<file path="src/rtl/qspinor_seq.sv">
// rtl/qspinor_seq.sv - QSPI NOR transaction sequencer driving a per-byte shifter
module qspinor_seq #(
    parameter int CS_SETUP    = 1,
    parameter int CS_HIGH_MIN = 2
) (
    input  logic        clk,
    input  logic        rstn,
    input  logic        req,
    input  logic [7:0]  req_cmd,
    input  logic        req_has_addr,
    input  logic [23:0] req_addr,
    input  logic [2:0]  req_dummy,
    input  logic [2:0]  req_len,
    input  logic        req_we,
    input  logic [31:0] req_wdata,
    input  logic [1:0]  cfg_cmd_wid,
    input  logic [1:0]  cfg_addr_wid,
    input  logic [1:0]  cfg_data_wid,
    output logic        ack,
    output logic [31:0] rdata,
    output logic        busy,
    output logic        spi_cs_n,
    output logic        io_trig,
    input  logic        io_done,
    output logic [7:0]  io_dout,
    input  logic [7:0]  io_din,
    output logic        io_dir,
    output logic [1:0]  io_wid
);

    typedef enum logic [2:0] {
        IDLE,
        CSSET,
        CMD,
        ADDR,
        DUMMY,
        DATA,
        CSHOLD
    } state_t;

    // Timer terminal counts; a zero-cycle setting still spends one cycle in the wait state.
    localparam logic [7:0] SETUP_LAST = 8'((CS_SETUP > 1) ? (CS_SETUP - 1) : 0);
    localparam logic [7:0] HOLD_LAST  = 8'((CS_HIGH_MIN > 1) ? (CS_HIGH_MIN - 1) : 0);

    state_t      state, state_nx;
    logic [2:0]  cnt, cnt_nx;
    logic [7:0]  timer, timer_nx;
    logic        waiting, waiting_nx;

    logic        ack_nx, busy_nx, cs_n_nx, trig_nx, dir_nx;
    logic [7:0]  dout_nx;
    logic [1:0]  wid_nx;
    logic [31:0] rdata_nx;

    logic [7:0]  lat_cmd;
    logic        lat_has_addr;
    logic [23:0] lat_addr;
    logic [2:0]  lat_dummy;
    logic [2:0]  lat_len;
    logic        lat_we;
    logic [31:0] lat_wdata;
    logic [1:0]  lat_cmd_wid, lat_addr_wid, lat_data_wid;

    logic        accept;
    logic [2:0]  cur_len;
    logic        issue;
    state_t      tgt_state;
    logic [2:0]  tgt_idx;

    // A request held across ack is not re-accepted in the ack cycle itself.
    assign accept = (state == IDLE) && req && !ack;

    // First non-empty phase following phase p; CSHOLD when nothing is left to send.
    function automatic state_t next_after(input state_t p, input logic has_addr,
                                          input logic [2:0] dummy, input logic [2:0] len);
        state_t r;
        r = CSHOLD;
        case (p)
            CSSET:   r = CMD;
            CMD:     r = has_addr ? ADDR : (dummy != 3'd0) ? DUMMY : (len != 3'd0) ? DATA : CSHOLD;
            ADDR:    r = (dummy != 3'd0) ? DUMMY : (len != 3'd0) ? DATA : CSHOLD;
            DUMMY:   r = (len != 3'd0) ? DATA : CSHOLD;
            default: r = CSHOLD;
        endcase
        return r;
    endfunction

    // Capture the whole transaction at acceptance so the bus side may change afterwards.
    always_ff @(posedge clk) begin
        if (!rstn) begin
            lat_cmd      <= 8'd0;
            lat_has_addr <= 1'b0;
            lat_addr     <= 24'd0;
            lat_dummy    <= 3'd0;
            lat_len      <= 3'd0;
            lat_we       <= 1'b0;
            lat_wdata    <= 32'd0;
            lat_cmd_wid  <= 2'd0;
            lat_addr_wid <= 2'd0;
            lat_data_wid <= 2'd0;
        end else if (accept) begin
            lat_cmd      <= req_cmd;
            lat_has_addr <= req_has_addr;
            lat_addr     <= req_addr;
            lat_dummy    <= req_dummy;
            lat_len      <= (req_len > 3'd4) ? 3'd4 : req_len;
            lat_we       <= req_we;
            lat_wdata    <= req_wdata;
            lat_cmd_wid  <= cfg_cmd_wid;
            lat_addr_wid <= cfg_addr_wid;
            lat_data_wid <= cfg_data_wid;
        end
    end

    // Byte count of the phase currently being shifted.
    always_comb begin
        cur_len = 3'd1;
        case (state)
            CMD:     cur_len = 3'd1;
            ADDR:    cur_len = 3'd3;
            DUMMY:   cur_len = lat_dummy;
            DATA:    cur_len = lat_len;
            default: cur_len = 3'd1;
        endcase
    end

    // Next-state and next-output logic; every shifter byte is launched through 'issue'.
    always_comb begin
        state_nx   = state;
        cnt_nx     = cnt;
        timer_nx   = timer;
        waiting_nx = waiting;
        ack_nx     = 1'b0;
        busy_nx    = busy;
        cs_n_nx    = spi_cs_n;
        trig_nx    = 1'b0;
        dout_nx    = io_dout;
        dir_nx     = io_dir;
        wid_nx     = io_wid;
        rdata_nx   = rdata;
        issue      = 1'b0;
        tgt_state  = state;
        tgt_idx    = 3'd0;

        case (state)
            IDLE: begin
                if (accept) begin
                    state_nx = CSSET;
                    timer_nx = 8'd0;
                    busy_nx  = 1'b1;
                    cs_n_nx  = 1'b0;
                    rdata_nx = 32'd0;
                end
            end
            CSSET: begin
                if (timer >= SETUP_LAST) begin
                    issue     = 1'b1;
                    tgt_state = CMD;
                    tgt_idx   = 3'd0;
                end else begin
                    timer_nx = timer + 8'd1;
                end
            end
            CMD, ADDR, DUMMY, DATA: begin
                // io_done outside an outstanding byte is ignored via 'waiting'.
                if (waiting && io_done) begin
                    waiting_nx = 1'b0;
                    if (state == DATA && !lat_we) begin
                        rdata_nx[{cnt[1:0], 3'b000} +: 8] = io_din;
                    end
                    if (cnt == 3'(cur_len - 3'd1)) begin
                        tgt_state = next_after(state, lat_has_addr, lat_dummy, lat_len);
                        tgt_idx   = 3'd0;
                        if (tgt_state == CSHOLD) begin
                            state_nx = CSHOLD;
                            cs_n_nx  = 1'b1;
                            timer_nx = 8'd0;
                        end else begin
                            issue = 1'b1;
                        end
                    end else begin
                        tgt_state = state;
                        tgt_idx   = 3'(cnt + 3'd1);
                        issue     = 1'b1;
                    end
                end
            end
            CSHOLD: begin
                if (timer >= HOLD_LAST) begin
                    ack_nx   = 1'b1;
                    busy_nx  = 1'b0;
                    state_nx = IDLE;
                end else begin
                    timer_nx = timer + 8'd1;
                end
            end
            default: begin
                state_nx = IDLE;
            end
        endcase

        if (issue) begin
            state_nx   = tgt_state;
            cnt_nx     = tgt_idx;
            trig_nx    = 1'b1;
            waiting_nx = 1'b1;
            case (tgt_state)
                CMD: begin
                    dout_nx = lat_cmd;
                    dir_nx  = 1'b1;
                    wid_nx  = lat_cmd_wid;
                end
                ADDR: begin
                    case (tgt_idx)
                        3'd0:    dout_nx = lat_addr[23:16];
                        3'd1:    dout_nx = lat_addr[15:8];
                        default: dout_nx = lat_addr[7:0];
                    endcase
                    dir_nx = 1'b1;
                    wid_nx = lat_addr_wid;
                end
                DUMMY: begin
                    dout_nx = 8'hFF;
                    dir_nx  = 1'b0;
                    wid_nx  = lat_addr_wid;
                end
                default: begin
                    dout_nx = lat_we ? lat_wdata[{tgt_idx[1:0], 3'b000} +: 8] : 8'h00;
                    dir_nx  = lat_we;
                    wid_nx  = lat_data_wid;
                end
            endcase
        end
    end

    // State and registered outputs; reset clears everything and suppresses any pending ack.
    always_ff @(posedge clk) begin
        if (!rstn) begin
            state    <= IDLE;
            cnt      <= 3'd0;
            timer    <= 8'd0;
            waiting  <= 1'b0;
            ack      <= 1'b0;
            busy     <= 1'b0;
            spi_cs_n <= 1'b1;
            io_trig  <= 1'b0;
            io_dout  <= 8'd0;
            io_dir   <= 1'b0;
            io_wid   <= 2'd0;
            rdata    <= 32'd0;
        end else begin
            state    <= state_nx;
            cnt      <= cnt_nx;
            timer    <= timer_nx;
            waiting  <= waiting_nx;
            ack      <= ack_nx;
            busy     <= busy_nx;
            spi_cs_n <= cs_n_nx;
            io_trig  <= trig_nx;
            io_dout  <= dout_nx;
            io_dir   <= dir_nx;
            io_wid   <= wid_nx;
            rdata    <= rdata_nx;
        end
    end

endmodule

</file>
<file path="config.mk">
export PLATFORM = sky130hd
export DESIGN_NAME = qspinor_seq
export DESIGN_NICKNAME = d
export VERILOG_FILES = /design/src/rtl/qspinor_seq.sv
export SDC_FILE = /design/constraint.sdc
export NUM_CORES = 1
export LEC_CHECK = 0
export CORE_MARGIN = 3
export CORE_UTILIZATION = 30
export CTS_CLUSTER_DIAMETER = 60
export DETAILED_ROUTE_END_ITERATION = 10
export PLACE_DENSITY = 0.56
export SYNTH_ARGS = -nofsm -noshare
export SYNTH_HDL_FRONTEND = slang
export SYNTH_SLANG_ARGS = --single-unit
export TNS_END_PERCENT = 30
</file>
<file path="constraint.sdc">
create_clock -name clk -period 4.6 [get_ports clk]
set_input_delay 0.92 -clock clk [delete_from_list [all_inputs] [get_ports clk]]
set_output_delay 0.92 -clock clk [all_outputs]
set_load 0.01 [all_outputs]
</file>
* Word level (Yosys, flattened, before mapping)
Cells that the tools add are included.
Word-level totals: flip-flop bits (word level) 140, bits of input ports 90, output and inout port bits 47, logic and storage cells 141
Cells by class: $add $sub $neg 4, magnitude comparators 3, equality and inequality tests 26, shift operators 3, multiplexer cells 58, reductions and logical operators 25
Operators by type and width (number):
- 32-bit 2-to-1 mux | 3
- 32-bit case mux with 2 select lines | 1
- 8-bit 2-to-1 mux | 7
- 3-bit 2-to-1 mux | 18
- 32-bit bitwise mux | 1
- 8-bit case mux with 4 select lines | 1
- 8-bit by 7-bit variable shift with 32-bit output, first input constant | 1
- 32-bit by 6-bit indexed part select with 8-bit output | 1
- 8-bit by 7-bit indexed part select with 32-bit output | 1
- 3-bit case mux with 4 select lines | 2
- 8-bit case mux with 3 select lines | 1
- 2-bit != test, second input constant | 9
- 8-bit by 1-bit greater-or-equal comparator with 1-bit output, second input constant | 2
- 8-bit case mux with 2 select lines | 1
- 3-bit == test, second input constant | 5
- 1-bit 2-to-1 mux | 15
- 3-bit != test, second input constant | 5
- 3-bit by 2-bit == test with 1-bit output, second input constant | 4
- 3-bit case mux with 3 select lines | 1
- 8-bit by 1-bit adder with 8-bit output, second input constant | 1
- 1-bit case mux with 2 select lines | 4
- 2-bit nonzero test | 4
- 5-bit negator with 7-bit output | 1
- 7-bit AND reduction | 1
- 20 further kinds | 29

* Logic depth before layout (Yosys ltp)
Gate-level depths: netlist of run 1.
depth after elaboration 15, gate-level depth with buffers 16, gate-level depth less buffers 14

* Worst setup path after synthesis of run 1
OpenSTA, ideal clock, no wires.
kind reg-to-reg, start point register state[1], end point register io_dout[0], library setup time 119 ps, arrival time 3489 ps, required time 4481 ps, path slack 992 ps, cell stages (with the launch flop) 17, path buffers 2, period minus slack after synthesis 3608 ps, path through dfxtp_1 > buf_2 > inv_1 > ha_1 > nor2b_1 > a31o_2 > a32oi_1 > ha_1 > xnor2_1 > nor4_2 > or2_1 > buf_6 > nand3_2 > a221o_1 > o31ai_4 > o21ai_1 > o221a_1
On the way: cells in the longest elaborated chain, start to end 10, elaborated cells between the ends (all ways) 34, classes of those cells 1 x add/sub; 11 x eq/ne; 1 x shift; 19 x mux; 2 x reduce/logical
RTL lines:
- start: declaration | RTL line 45 | state_t state, state_nx;
- start signal: assignment | RTL line 252 | state <= state_nx;
- 3-bit == test, or another cell as far along | RTL line 118, 145
- 3-bit case mux with 3 select lines / 3-bit case mux with 4 select lines (equally long branches) | RTL line 118, 78
- 3-bit by 1-bit subtractor with 3-bit output / 3-bit 2-to-1 mux (equally long branches) | RTL line 171 | if (cnt == 3'(cur_len - 3'd1)) begin
- 3-bit == test / 3-bit 2-to-1 mux (equally long branches) | RTL line 171, 166
- 3-bit 2-to-1 mux, on equally long branches | RTL line 171, 145
- 3-bit 2-to-1 mux, or another cell as far along | RTL line 166 | if (waiting && io_done) begin
- 3-bit 2-to-1 mux, or another cell as far along
- 32-bit by 6-bit indexed part select with 8-bit output, or another cell as far along | RTL line 228 | dout_nx = lat_we ? lat_wdata[{tgt_idx[1:0], 3'b000} +: 8] : 8'h00;
- 8-bit 2-to-1 mux, or another cell as far along | RTL line 228
- 8-bit case mux with 3 select lines / 1-bit case mux with 2 select lines (equally long branches) | RTL line 207, 145
- end signal: assignment | RTL line 260 | io_dout <= dout_nx;
- end: declaration | RTL line 25 | output logic [7:0] io_dout,
Parallel ways exist; a longest one is shown, timed or not. The select of a mux whose other input is x is not followed. A chain may end at the register's enable or synchronous reset.

* Worst setup path in the final report of run 1
start point register state[0], end point register io_dout[0]
Same word-level chain as after synthesis.

==> reports/metrics.yaml, run 1 <==
timing:
  unrepaired_setup_endpoints_after_global_routing: "no"
  clock_skew_ps: 10.5
  timing_max_transition_violations_final: 0
  fin_crit_sh_pct: 89.3
  setup_violations: 0
  final_critical_path_setup_slack_ps: 492
  final.min_clock_period_ps: 4110
  final_hold_viol_count: 0
  maximum_operating_frequency_mhz: 243
  timing.slew.headroom_pct: 42.6
  setup-tns-final_ps: 0
  worst-slew-pin-transition_ps: 861
floorplanning:
  coreArea_sq_um: 21400
  dieWidth_um: 155
  placementRows: 53
  i_o_pins: 137
  floorplan.die_area_sq_um: 24000
  die_y_um: 155
  initial_core_util_pct: 31.1
critical_path:
  crit_path_max_incr_delay_ps: 820
  crit_slowest_cell: "dfxtp_1"
  rr_endpoint: "io_dout[0]"
  timing.critical_path.required_ps: 4910
  r2r_setup_slack_ps: 490
  worst_r2r_startpoint: "state[0]"
  endpoint_kind: "flip-flop"
  crit_path_cell_trace: "nand4bb_1, nand4_4, inv_1, ha_1, xnor2_1, nor4_2, or2_1, nand3_2, a221o_1, o31ai_4, o21ai_1, o221a_1"
  worstSetupPathType: "reg2reg"
  critical_path_start: "state[0]"
  worstSetupStartpointType: "flip-flop"
  worstSetupEndpoint: "io_dout[0]"
  reg2regPathDepth: 12
  critical_path.max_fanout: 21
  cp_data_arrival_time_ps: 4420
final_layout:
  post_route_cells_drive_above_1_share_pct: 7.48
  layout_nets: 1012
  finalInstanceArea_sq_um: 8860
  num_antenna_cells: 0
  layout-area-overhead-vs-synth_pct: 33.1
yosys:
  yosysTopAreaCellShare_pct: 42.1
  synth.yosys.warnings: 0
  postSynthCellCount: 795
  synth_area_per_cell_sq_um: 8.37
  synth_mux_area_share_pct: 0.996
  netlist-cell-type-count: 76
  syn-cell-area_sq_um: 6660
  synth.top_cells.by_area: "dfxtp_1, nand2_1, a21boi_0"
  synth_seq_cells: 140
  compound_gate_fraction_of_synth_area_pct: 27.1
  yosys.area_share.xor_xnor_pct: 1.02
  synth-edff-count: 0
  synth_fa_ha_area_share_pct: 1.69
  combinational_family_with_the_most_area_after_synthesis: "compound AO/OA/AOI/OAI gates"
  synth_fp_nets: 894
  synth_largest_area_cell: "dfxtp_1"
  synthFlopType: "dfxtp_1"
  async_flop_share_pct: 0
  sequential_to_total_area_share_from_yosys_stat_pct: 42.1
  yosys.area_share.simple_pct: 23.6
global_route:
  antenna_violations_before_repair: 0
  grt_start_max_net_pins: 80
  grtUsageTotal_pct: 16.4
  grt_pass1_wl_mm: 31.7
  grt_overflow_total: 0
  vias_in_the_first_global_route: 5935
cts:
  cts_tree: "yes"
  cts_buffer_depth: 2
  postCtsHoldBufs: 0
  cts.sink_count: 140
  cts_setup_buffers: 0
  cts.reportedPaths.clkPinSlew_ps: 60
  tritoncts_buffer_count: 17
  root_buffer: "clkbuf_16"
  ctsResizeCount: 0
  depth_of_the_cts_h_tree: 4
  clock_latency_ps: 420
route:
  detailedRoute.firstIterationViolations: 364
  via_count: 6025
  drt_first_pass_iters: 4
  route.antenna.remaining_nets: 0
  routedWlPerCell_um: 16.5
  finalWirelength_mm: 19.8
  average_vias_per_placed_instance: 5.03
  drc: 0
placed_design:
  placedInstanceArea_sq_um: 8250
  hpwl_after_dpl_mm: 14.3
  io_buffers: 136
  placement.setup.worst_slack_ps: 542
  place_congestion: 0.827
worst_hold_path:
  hold_path_class: "reg2reg"
  timing.hold.worst.start: "rdata[27]"
status:
  run_status: "complete, no violations"
power:
  p_leak_uw: 0.00306
  vdd_drop_max_v: 0.000259
  cellPowerDensity_nw_per_um2: 538
flow_run:
  max_cap_viol_count: 0
[cell usage after synthesis, types with 4 or more instances]
library cell / instances
o31ai_1: 5
o221ai_1: 6
a21boi_0: 106
inv_1: 8
o21a_1: 7
a31oi_1: 8
nand3_1: 35
a22oi_1: 13
and3_1: 7
nor2b_1: 19
a21oi_1: 13
o21ai_1: 7
nand3b_1: 5
o21ai_0: 20
nor3_1: 6
a31o_1: 6
a32oi_1: 5
nand2_1: 219
nand2b_1: 4
buf_2: 4
ha_1: 9
nor2_1: 17
o211ai_1: 5
clkbuf_1: 35
dfxtp_1: 140
buf_1: 8
[metrics by stage]
step | hold slack, ps | power [uW] | util [%] | instances
after floorplan | 439 | 2760 | - | 795
after global placement | 451 | 3370 | 38.5 | 1169
after detailed placement | 454 | 3380 | 38.5 | 1169
after CTS | 464 | 4810 | 41.4 | 1198
after global routing | 478 | 5070 | 41.4 | 1198
final | 461 | 4760 | 41.4 | 1198
[registers in the layout (all words and copies together) (netlist names), 2 cells and up]
register / count
lat_cmd: 8
io_dout: 8
lat_dummy: 3
io_wid: 2
lat_wdata: 32
lat_cmd_wid: 2
lat_addr_wid: 2
rdata: 32
lat_data_wid: 2
timer: 8
lat_addr: 24
cnt: 3
state: 3
lat_len: 3
[worst max-delay path, delay by kind of cell (launching register included)]
kind / cells / cell delay [ps]
AND/OR/NAND/NOR: 5 / 1340
XOR/XNOR: 1 / 150
flip-flops: 1 / 820
adder cells (fa/ha/maj): 1 / 280
AO/OA/AOI/OAI: 4 / 1210
buffers and inverters: 1 / 180
[layer usage]
metal  global-route usage [%]  vias to the layer above  share of wire [%]
li1                         -                     3050                  -
met1                     22.6                     2773                 48
met2                     25.7                      180                 45
met3                     3.84                       22                5.3
met4                     4.58                        0                1.6
met5                        0                        -                  0
[cell usage in the layout (no fill, tap or decap), types with 3 or more instances in the layout]
cell type and instances:
a21boi_0 106, a21oi_1 13, a22oi_1 13, a31o_1 6
a31oi_1 8, a32oi_1 5, a41oi_1 3, and2_1 3
and3_1 7, and4_1 3, buf_4 13, bufinv_16 3
clkbuf_16 17, clkbuf_8 3, clkdlybuf4s50_1 135, clkinv_4 3
dfxtp_1 140, ha_1 9, inv_1 8, mux2_2 3
nand2_1 219, nand2b_1 4, nand3_1 35, nand3b_1 5
nand4_1 3, nor2_1 17, nor2b_1 19, nor3_1 6
nor3_2 3, nor4_2 3, o211ai_1 5, o21a_1 7
o21ai_0 20, o21ai_1 7, o221ai_1 6, o31ai_1 5
[logic make-up after synthesis]
kind of cell	Yosys count
AND/OR/NAND/NOR	340
AO/OA/AOI/OAI	237
flip-flops	140
buffers and inverters	58
adder cells (fa/ha/maj)	9
XOR/XNOR	6
multiplexers	5
[layout make-up]
type                    count  area [sq um]
fillers                  2175         12600
multi-input cells         597          3620
flip-flops and latches    140          2800
repair buffers            149          1450
clock buffers              20           467
well taps                 275           344
clock inverters             9           138
inverters                   8          30.0
[how the worst min path moves through the flow]
stage,end,slack (ps),cells past startpoint
after floorplan,io_dout[7],440,2
after global placement,lat_wdata[21],450,2
after detailed placement,lat_wdata[16],450,2
after CTS,lat_wdata[16],460,2
after global routing,lat_wdata[16],480,2
final,rdata[27],460,2
[where the power goes]
group	internal [uW]	leakage, uW	switching [uW]	total (uW)
clock network	890	0.000294	533	1420
logic	619	0.00162	1080	1700
registers	1450	0.00114	195	1640
total	2960	0.00306	1810	4760
Power figures use the tool's default switching activity.
==> inputs of run 2 (changes only) <==
--- a/constraint.sdc
+++ b/constraint.sdc
@@ -3,2 +3,2 @@
 set_output_delay 0.92 -clock clk [all_outputs]
-set_load 0.01 [all_outputs]
+set_load 0.02 [all_outputs]
==> results of run 2 <==
The final DEF is identical to that of run 1. Status: complete, no violations.
Among the figures that moved: total power 4760 uW -> 4820 uW
==> RTL change, RTL diff (settings of run 1) <==
Register the inputs `cfg_cmd_wid`, `cfg_addr_wid` and `cfg_data_wid` before use, without a reset. The logic sees them one clock later. The other inputs are not delayed to match.
--- a/src/rtl/qspinor_seq.sv
+++ b/src/rtl/qspinor_seq.sv
@@ -42,6 +42,16 @@
     localparam logic [7:0] SETUP_LAST = 8'((CS_SETUP > 1) ? (CS_SETUP - 1) : 0);
     localparam logic [7:0] HOLD_LAST  = 8'((CS_HIGH_MIN > 1) ? (CS_HIGH_MIN - 1) : 0);
 
+    logic [1:0] cfg_cmd_wid_q;
+    logic [1:0] cfg_addr_wid_q;
+    logic [1:0] cfg_data_wid_q;
+
+    always_ff @(posedge clk) begin
+        cfg_cmd_wid_q  <= cfg_cmd_wid;
+        cfg_addr_wid_q <= cfg_addr_wid;
+        cfg_data_wid_q <= cfg_data_wid;
+    end
+
     state_t      state, state_nx;
     logic [2:0]  cnt, cnt_nx;
     logic [7:0]  timer, timer_nx;
@@ -106,9 +116,9 @@
             lat_len      <= (req_len > 3'd4) ? 3'd4 : req_len;
             lat_we       <= req_we;
             lat_wdata    <= req_wdata;
-            lat_cmd_wid  <= cfg_cmd_wid;
-            lat_addr_wid <= cfg_addr_wid;
-            lat_data_wid <= cfg_data_wid;
+            lat_cmd_wid  <= cfg_cmd_wid_q;
+            lat_addr_wid <= cfg_addr_wid_q;
+            lat_data_wid <= cfg_data_wid_q;
         end
     end
 
Function: changed (a bounded check fails within 4 cycles, from zero or initial values and one cycle with rstn low).
==> RTL change against run 1 <==
- clock skew fell by 0.0032 ns
- maximum frequency rose by 1.5%
- sequential cell count rose by 6
- wire length fell by 2.8%
- total power fell by 3.7%
- global-route usage rose by 0.83 points
- area after synthesis fell by 4.9%
- worst setup slack improved by 0.062 ns
- combinational power fell by 8%
- final area fell by 3.4%
- largest cell class unchanged
==> RTL change: results (changes against run 1) <==
qor: layout.drive_gt1_share 7.399% [-0.076 points]
qor: synth.postSynthNetCount 882 [-1.3%]
qor: sta.fin_worst_skew 0.007262 ns [-0.003228 ns]
qor: setup_path.critical_path_peak_fanout 12 [-43%]
qor: synth.syn-mean-instance-area 8.086 sq um [-3.4%]
qor: grt.first_global_vias 5814 [-2.0%]
qor: detailed_routing.wl_per_cell 16.17 microns [-2.1%]
qor: power_and_ir_drop.leakagePower 0.003030 uW [-0.86%]
qor: layout.layout_top_registers lat_wdata (32), rdata (32), lat_addr (24)
qor: synth.netlist-cell-type-count 70 [-7.9%]
qor: setup_path.arrival_time_at_the_worst_endpoint 4.36 ns [-0.06 ns]
qor: setup_path.crit_path_top_delay_cell sky130_fd_sc_hd__nor4_1
qor: grt.gr-usage-all-layers 17.22% [+0.83 points]
qor: run_status.run_status finished, final reports clean
qor: power_and_ir_drop.vdd_drop_max 0.3434 mV [+33%]
qor: placement.dp_slack 0.5872 ns [+0.04544 ns]
qor: setup_path.cpPeakStageDelay 0.55 ns [-0.27 ns]
qor: layout.final_core_util 41.76% [+0.41 points]
qor: synth.ys_top_cells_by_count sky130_fd_sc_hd__nand2_1 (193), sky130_fd_sc_hd__dfxtp_1 (146), sky130_fd_sc_hd__a21oi_1 (122)
qor: synth.compound_gate_fraction_of_synth_area 25.04% [-2.1 points]
qor: synth.seq_area_frac_synth 46.17% [+4.1 points]
qor: detailed_routing.detailroute.via_count 6015 [-0.17%]
qor: synth.post_synth_xor_area_fraction 0.8300% [-0.19 points]
qor: detailed_routing.drt_first_pass_iters 5 [+1]
qor: placement.dpl_cell_area 0.007965 sq mm [-3.5%]
qor: detailed_routing.routed_via_density 5.059 [+0.59%]
qor: sta.max_slew_margin_vs_limit 41.54% [-1.0 points]
qor: layout.nNetsFinal 1005 [-0.69%]
qor: placement.place_inst 1157 [-1.0%]
-- RTL change: worst paths after layout --
kind	start	endpoint	slack, ns	depth (start not counted)
setup / recovery	state[1]	state[0]	0.55	13
hold / removal	cfg_cmd_wid_q[1]	lat_cmd_wid[1]	0.44	2
setup reg to reg	state[1]	state[0]	0.55	13
hold reg to reg	cfg_cmd_wid_q[1]	lat_cmd_wid[1]	0.44	2
-- RTL change: area by class of cell --
class                      instances  area share (%)
multi-input combinational        577           36.97
sequential                       146           34.15
timing repair buffer             152           17.45
clock buffer                      17           4.970
inverter                          12          0.5409
tap                              270           3.947
clock inverter                    15           1.973
-- RTL change: layer usage --
layer	vias up	routed length (microns)	track usage, %	share of wire (%)
met2	188	8947	27.49	47
met3	16	1171	4.189	6.1
li1	3000	-	-	-
met1	2811	8883	23.40	46
met4	0	230	4.306	1.2
met5	-	0	0	0
-- RTL change: power breakdown --
group	total, uW	internal [uW]	switching [uW]
clock network	1400	815	586
registers	1610	1470	149
logic	1570	597	976
